### config.mk
export PLATFORM = sky130hd
export DESIGN_NAME = bcd_complement_seq_flat
export DESIGN_NICKNAME = d
export VERILOG_FILES = /design/src/rtl/bcd_complement_seq_pkg.sv /design/src/rtl/bcd_complement_seq_if.sv /design/src/rtl/bcd_complement_seq_digit_comp.sv /design/src/rtl/bcd_complement_seq.sv /design/src/flat_wrapper.sv
export SDC_FILE = /design/constraint.sdc
export NUM_CORES = 1
export LEC_CHECK = 0
export CAP_MARGIN = 15
export CORE_MARGIN = 4
export CORE_UTILIZATION = 25
export DETAILED_ROUTE_END_ITERATION = 6
export GPL_ROUTABILITY_DRIVEN = 1
export SLEW_MARGIN = 10
export SYNTH_ARGS = -nofsm -noshare
export SYNTH_HDL_FRONTEND = slang
export SYNTH_SLANG_ARGS = --single-unit
### constraint.sdc
create_clock -name clk -period 2.3 [get_ports clk]
set_clock_uncertainty 0.05 [all_clocks]
set_input_delay 0.345 -clock clk [delete_from_list [all_inputs] [get_ports clk]]
set_output_delay 0.345 -clock clk [all_outputs]
set_load 0.005 [all_outputs]
### src/rtl/bcd_complement_seq_pkg.sv
// bcd_pkg: shared types and constants for the digit-serial BCD complementer.
//   state_t  - controller states (IDLE, RUN, DONE)
//   digit_t  - one 4-bit BCD digit
//   BCD_NINE - constant 9, the minuend of the 9's complement
//   BCD_TEN  - constant 10, the digit overflow value
package bcd_pkg;

  typedef enum logic [1:0] {
    IDLE,
    RUN,
    DONE
  } state_t;

  typedef logic [3:0] digit_t;

  localparam digit_t     BCD_NINE = 4'd9;
  localparam logic [4:0] BCD_TEN  = 5'd10;

endpackage

### src/rtl/bcd_complement_seq_if.sv
// bcd_complement_seq_if: start/done handshake and operand/result bus.
//   start, mode, bcd_in          - driven by the requester (master)
//   busy, done, result, cout,
//   invalid                      - driven by the complementer (slave)
interface bcd_complement_seq_if #(
  parameter int unsigned DIGITS = 4
);
  logic                  start;
  logic                  mode;
  logic [4*DIGITS-1:0]   bcd_in;
  logic                  busy;
  logic                  done;
  logic [4*DIGITS-1:0]   result;
  logic                  cout;
  logic                  invalid;

  modport master (
    output start, mode, bcd_in,
    input  busy, done, result, cout, invalid
  );

  modport slave (
    input  start, mode, bcd_in,
    output busy, done, result, cout, invalid
  );
endinterface

### src/rtl/bcd_complement_seq_digit_comp.sv
// bcd_digit_comp: combinational single-digit 9's/10's complement stage.
//   digit     - input BCD digit
//   cin       - incoming decimal carry (adds 1 to 9 - digit)
//   check     - enables the digit > 9 detector
//   out_digit - complemented digit
//   cout      - decimal carry out (sum reached ten)
//   bad       - digit was not valid BCD (only when check = 1)
module bcd_digit_comp
  import bcd_pkg::*;
(
  input  digit_t digit,
  input  logic   cin,
  input  logic   check,
  output digit_t out_digit,
  output logic   cout,
  output logic   bad
);

  digit_t     d9;
  logic [4:0] s;

  always_comb begin
    // 4-bit wrap is intentional: non-BCD digits are not range-corrected.
    d9 = BCD_NINE - digit;
    s  = {1'b0, d9} + {4'b0000, cin};
    if (s == BCD_TEN) begin
      out_digit = '0;
      cout      = 1'b1;
    end else begin
      out_digit = s[3:0];
      cout      = 1'b0;
    end
    bad = check && (digit > BCD_NINE);
  end

endmodule

### src/rtl/bcd_complement_seq.sv
// bcd_complement_seq: digit-serial 9's / 10's complement of a packed BCD
// operand, one digit per clock, least-significant digit first.
//   clk  - rising-edge clock
//   rst  - asynchronous active-high reset
//   bus  - slave side of bcd_complement_seq_if (start/mode/bcd_in in,
//          busy/done/result/cout/invalid out)
// Optional feature macro: BCD_CHECK_EN builds the non-BCD digit detector
// and a sticky invalid flag; without it invalid is constant 0.
module bcd_complement_seq
  import bcd_pkg::*;
#(
  parameter int unsigned DIGITS = 4
) (
  input logic                 clk,
  input logic                 rst,
  bcd_complement_seq_if.slave bus
);

  localparam int unsigned W  = 4 * DIGITS;
  localparam int unsigned CW = (DIGITS > 1) ? $clog2(DIGITS) : 1;
  localparam logic [CW-1:0] LAST = CW'(DIGITS - 1);

  state_t        state, state_next;
  logic [CW-1:0] idx;
  logic [W-1:0]  work, work_next;
  logic          mode_r;
  logic          carry;
  logic          accept;
  logic          last;
  logic          cin;
  logic          check;
  digit_t        out_digit;
  logic          dcout;
  logic          dbad;

  assign cin = carry & mode_r;

`ifdef BCD_CHECK_EN
  logic inv_r;
  assign check       = 1'b1;
  assign bus.invalid = inv_r;
`else
  // check is tied low, so dbad is a constant 0 and no comparator remains.
  assign check       = 1'b0;
  assign bus.invalid = dbad;
`endif

  bcd_digit_comp u_digit (
    .digit     (work[3:0]),
    .cin       (cin),
    .check     (check),
    .out_digit (out_digit),
    .cout      (dcout),
    .bad       (dbad)
  );

  // Right shift: the next digit moves into the low nibble, the finished
  // digit enters at the top, so after DIGITS shifts work holds the result.
  always_comb begin
    work_next          = work >> 4;
    work_next[W-1 -: 4] = out_digit;
  end

  always_ff @(posedge clk or posedge rst) begin
    if (rst) state <= IDLE;
    else     state <= state_next;
  end

  always_comb begin
    state_next = state;
    accept     = 1'b0;
    last       = (idx == LAST);
    unique case (state)
      IDLE: begin
        if (bus.start) begin
          accept     = 1'b1;
          state_next = RUN;
        end
      end
      RUN: begin
        if (last) state_next = DONE;
      end
      DONE: begin
        if (bus.start) begin
          accept     = 1'b1;
          state_next = RUN;
        end else begin
          state_next = IDLE;
        end
      end
      default: state_next = IDLE;
    endcase
  end

  assign bus.busy = (state == RUN);
  assign bus.done = (state == DONE);

  // result/cout are loaded on the final RUN edge so they are valid in the
  // same cycle that done is high.
  always_ff @(posedge clk or posedge rst) begin
    if (rst) begin
      idx        <= '0;
      work       <= '0;
      mode_r     <= 1'b0;
      carry      <= 1'b0;
      bus.result <= '0;
      bus.cout   <= 1'b0;
`ifdef BCD_CHECK_EN
      inv_r      <= 1'b0;
`endif
    end else if (accept) begin
      idx    <= '0;
      work   <= bus.bcd_in;
      mode_r <= bus.mode;
      carry  <= bus.mode;
`ifdef BCD_CHECK_EN
      inv_r  <= 1'b0;
`endif
    end else if (state == RUN) begin
      work  <= work_next;
      carry <= dcout;
      idx   <= idx + CW'(1);
`ifdef BCD_CHECK_EN
      inv_r <= inv_r | dbad;
`endif
      if (last) begin
        bus.result <= work_next;
        bus.cout   <= dcout & mode_r;
      end
    end
  end

endmodule

### src/flat_wrapper.sv
// flat-port wrapper written by rule: the top's interface ports become plain ports
module bcd_complement_seq_flat import bcd_pkg::*;
#(
  parameter int unsigned DIGITS = 4
)
  (clk, rst, bus_start, bus_mode, bus_bcd_in, bus_busy, bus_done, bus_result, bus_cout, bus_invalid);
  bcd_complement_seq_if #(.DIGITS(DIGITS)) bus_i ();
  input logic clk;
  input logic rst;
  input wire logic [$bits(bus_i.start)-1:0] bus_start;
  input wire logic [$bits(bus_i.mode)-1:0] bus_mode;
  input wire logic [$bits(bus_i.bcd_in)-1:0] bus_bcd_in;
  output wire logic [$bits(bus_i.busy)-1:0] bus_busy;
  output wire logic [$bits(bus_i.done)-1:0] bus_done;
  output wire logic [$bits(bus_i.result)-1:0] bus_result;
  output wire logic [$bits(bus_i.cout)-1:0] bus_cout;
  output wire logic [$bits(bus_i.invalid)-1:0] bus_invalid;
  assign bus_i.start = bus_start;
  assign bus_i.mode = bus_mode;
  assign bus_i.bcd_in = bus_bcd_in;
  assign bus_busy = bus_i.busy;
  assign bus_done = bus_i.done;
  assign bus_result = bus_i.result;
  assign bus_cout = bus_i.cout;
  assign bus_invalid = bus_i.invalid;
  bcd_complement_seq #(.DIGITS(DIGITS)) u_core (.clk(clk), .rst(rst), .bus(bus_i));
endmodule
==> results.md <==
- Vias/cell: between 4 and 5
- Status: completed
- Hold crit path type: input pin to async pin
- WP data required: ~1900 ps
- Sink Count: 39
- Max-Cap Viols: 0
- Critical Path Sink Type: output pin
- Asr flop ratio synth: 100%
- Clock slew at reported path FFs: ~80 ps
- Cells resized by post-CTS repair: 0
- Register area share after synthesis: 54.7%
- Post-DP HPWL: around 2.8 mm
- Switching share of power: 34.8%
- Antenna violations before repair: 0
- Final net count: approximately 210
- Routed length per instance: ~14 um
- Final worst path period share: between 80% and 90%
- I/O Buffers: 38
- Setup TNS: 0 ps
- Netlist cell types: 33
- H-tree Lvls: 2
- Core outline area: 0.00687 mm^2
- Filler Cell Count: 709
- Yosys warning total: 0
- Post-synth top area share: a little over half
- # rows: 30
- Final instance area: roughly 0.0023 mm^2
- N_diodes: 0
- Seq cells post-synth: 39
- Post-DRT Antenna Nets: 0
- Crit-path cells: nand2b_4, inv_2, clkdlybuf4s50_1
- Share of layout cells above drive strength 1: about 16%
- Seq pwr share: a little under two fifths
- Worst skew pair latency: roughly 300 ps
- GRT overflow: 0
- Max rail drop VDD: approximately 0.36 mV
- Final hold violation count: 0
- Arrival time at the worst endpoint: 1550 ps
- LEAKAGE: roughly 1.1 nW
- CP top delay family: buffers and inverters
- Cell area after synthesis: 0.00178 mm^2
- List of most frequent post-synthesis cells: dfrtp_1 (39), nand2_1 (27), a22oi_1 (13), mux2_4 (12), o21ai_1 (7)
- Chip width: 92.5 um
- Final cell count without fillers: 283
- Final setup vio count: 0
- Area after DPL: between 0.002 and 0.0025 mm^2
- DIE AREA: 0.00855 mm^2
- Int Power: around 2.2 mW
- Combinational power share: a little under half
- Starting Density: 26.0%
- Count leader, synth: dfrtp_1
- Main flop type after synthesis: dfrtp_1
- CTS root buffer: clkbuf_8
- CTS Hold Bufs: 0
- Iteration-0 DRC Markers: 47
- Largest net degree at the start of global routing: 40
- P&R area growth vs syn: 31.6%
- DR pass1 iterations: 4
- Drc violations: 0
- Placed Cells: between 200 and 300
- Avg Inst Size Synth: 12.2 um^2
- GR Util All Layers: between 10% and 20%
- Final wirelength: a little under 4 mm
- GP Congestion: between 0.7 and 0.8
- First-pass GRT wire length: 6.68 mm
- Crit-path slowest cell: clkdlybuf4s50_1
- Net Sw Power: between 1 and 1.5 mW
- Crit path buffers/inverters: 2
- PwrDens: about 1400 mW/mm^2
- Post-Syn Nets: 171
- Height of the die: approximately 92 um
- Vias in the first global route: roughly 1300
- Top-level I/O count: 40
- Slowest cell delay on critical path: approximately 530 ps
- Total number of vias: about 1200
- CP Class: register to output pin
- Number of synthesized flops with an enable pin: 0
- Fmax: between 500 and 600 MHz
- Tmin final: between 1500 and 2000 ps
- Clock power share: between 10% and 20%
- Ranking of synthesized cells by area: dfrtp_1 (55%), mux2_4 (10%), nand2_1 (5.7%), a22oi_1 (5.5%), ha_1 (3.5%)
- Post-CTS Setup Repair Bufs: 0
- CP startpoint kind: register
- Slew Viols, Final: 0
- CP max FO: 8
- R2R setup slack: approximately 400 ps
- CTS tree: done
- Clock buffer count from CTS: 5
- CTS Buffer Depth: 2
- RSZ-0062 raised after global routing: false
- Synth area leader: dfrtp_1
- Mapped Cells: about 150
-- metal layers --
metal,track usage [%],vias up,share of wire [%]
met2,15.3,29,44
met4,4.46,0,1.8
met3,4.14,4,5.5
met1,13.4,590,49
met5,0,-,0
li1,-,582,-
-- power groups by stage --
stage | Clock, mW | Combinational [mW] | Sequential [mW]
after detailed placement | 0 | 1.61 | 1.28
after floorplan | 0 | 1.09 | 1.23
final | 0.524 | 1.59 | 1.27
after global routing | 0.570 | 1.76 | 1.32
after CTS | 0.541 | 1.61 | 1.27
after global placement | 0 | 1.58 | 1.27
-- worst min-delay path, cell delays in order --
cell,delay [ps]
clkdlybuf4s50_1,400
inv_1,50
buf_4,420
-- worst paths after layout --
| check | start | to | depth (start not counted) |
|---|---|---|---|
| setup / recovery | u_core.state[1] | bus_busy | 3 |
| hold / removal | rst | u_core.work[13] | 3 |
| setup reg to reg | u_core.mode_r | u_core.bus.cout | 7 |
| hold reg to reg | u_core.bus.result[15] | u_core.bus.result[15] | 2 |
| max in group asynchronous | rst | u_core.bus.result[8] | 3 |
| min in group clk | u_core.bus.result[15] | u_core.bus.result[15] | 2 |
-- cells by family (layout without fill, tap and decap cells) --
family	after synthesis	count (layout)	share of synthesized area (%)
and+or+nand+nor	41	41	12.1
DFF	39	39	54.7
AOI/OAI and AO/OA	29	29	11.4
muxes	14	14	11.4
buffers and inverters	14	55	4.84
adders and majority gates	5	5	3.51
xor gates and xnor gates	3	3	1.89
other	1	1	0.210
-- registers in the layout, indices dropped and copies added, names as in the netlist --
| signal | flops |
|---|---|
| u_core.carry | 1 |
| u_core.bus.cout | 1 |
| u_core.state | 2 |
| u_core.work | 16 |
| u_core.idx | 2 |
| u_core.mode_r | 1 |
| u_core.bus.result | 16 |
-- cells in the final DEF, fill, tap and decap left out, drive strengths merged --
cell type      synthesis  layout
nor2                   2       2
a221o                  4       4
inv                    6       6
a22o                   1       1
buf                    8       3
mux2                  14      14
clkinvlp               0       1
ha                     5       5
and2b                  2       2
nand2                 28      28
a21oi                  1       1
and4b                  1       1
nor3                   3       3
conb                   1       1
clkdlybuf4s50          0      38
a22oi                 13      13
nor4b                  1       1
clkbuf                 0       7
nand2b                 2       2
o21ai                  9       9
and2                   1       1
o21bai                 1       1
xnor2                  3       3
dfrtp                 39      39
or2                    1       1
-- through the flow --
| stage | hold slack [ps] | power (mW) | setup WS [ps] | utilization, % |
|---|---|---|---|---|
| after floorplan | 414 | 2.32 | 560 | - |
| after detailed placement | 435 | 2.89 | 434 | 32.7 |
| after global routing | 466 | 3.65 | 220 | 34.2 |
| after CTS | 431 | 3.43 | 344 | 34.2 |
| after global placement | 432 | 2.85 | 474 | 32.7 |
| final | 415 | 3.38 | 356 | 34.2 |
-- area by class of cell --
type                    instances  area, um^2  area share, %
well taps                      96         120           5.12
inverters                       6        22.5          0.959
repair buffers                 41         403           17.2
flip-flops and latches         39         976           41.6
clock inverters                 1        7.51          0.320
clock buffers                   7        96.3           4.10
multi-input cells              93         722           30.8
(Power assumes the default switching activity.)
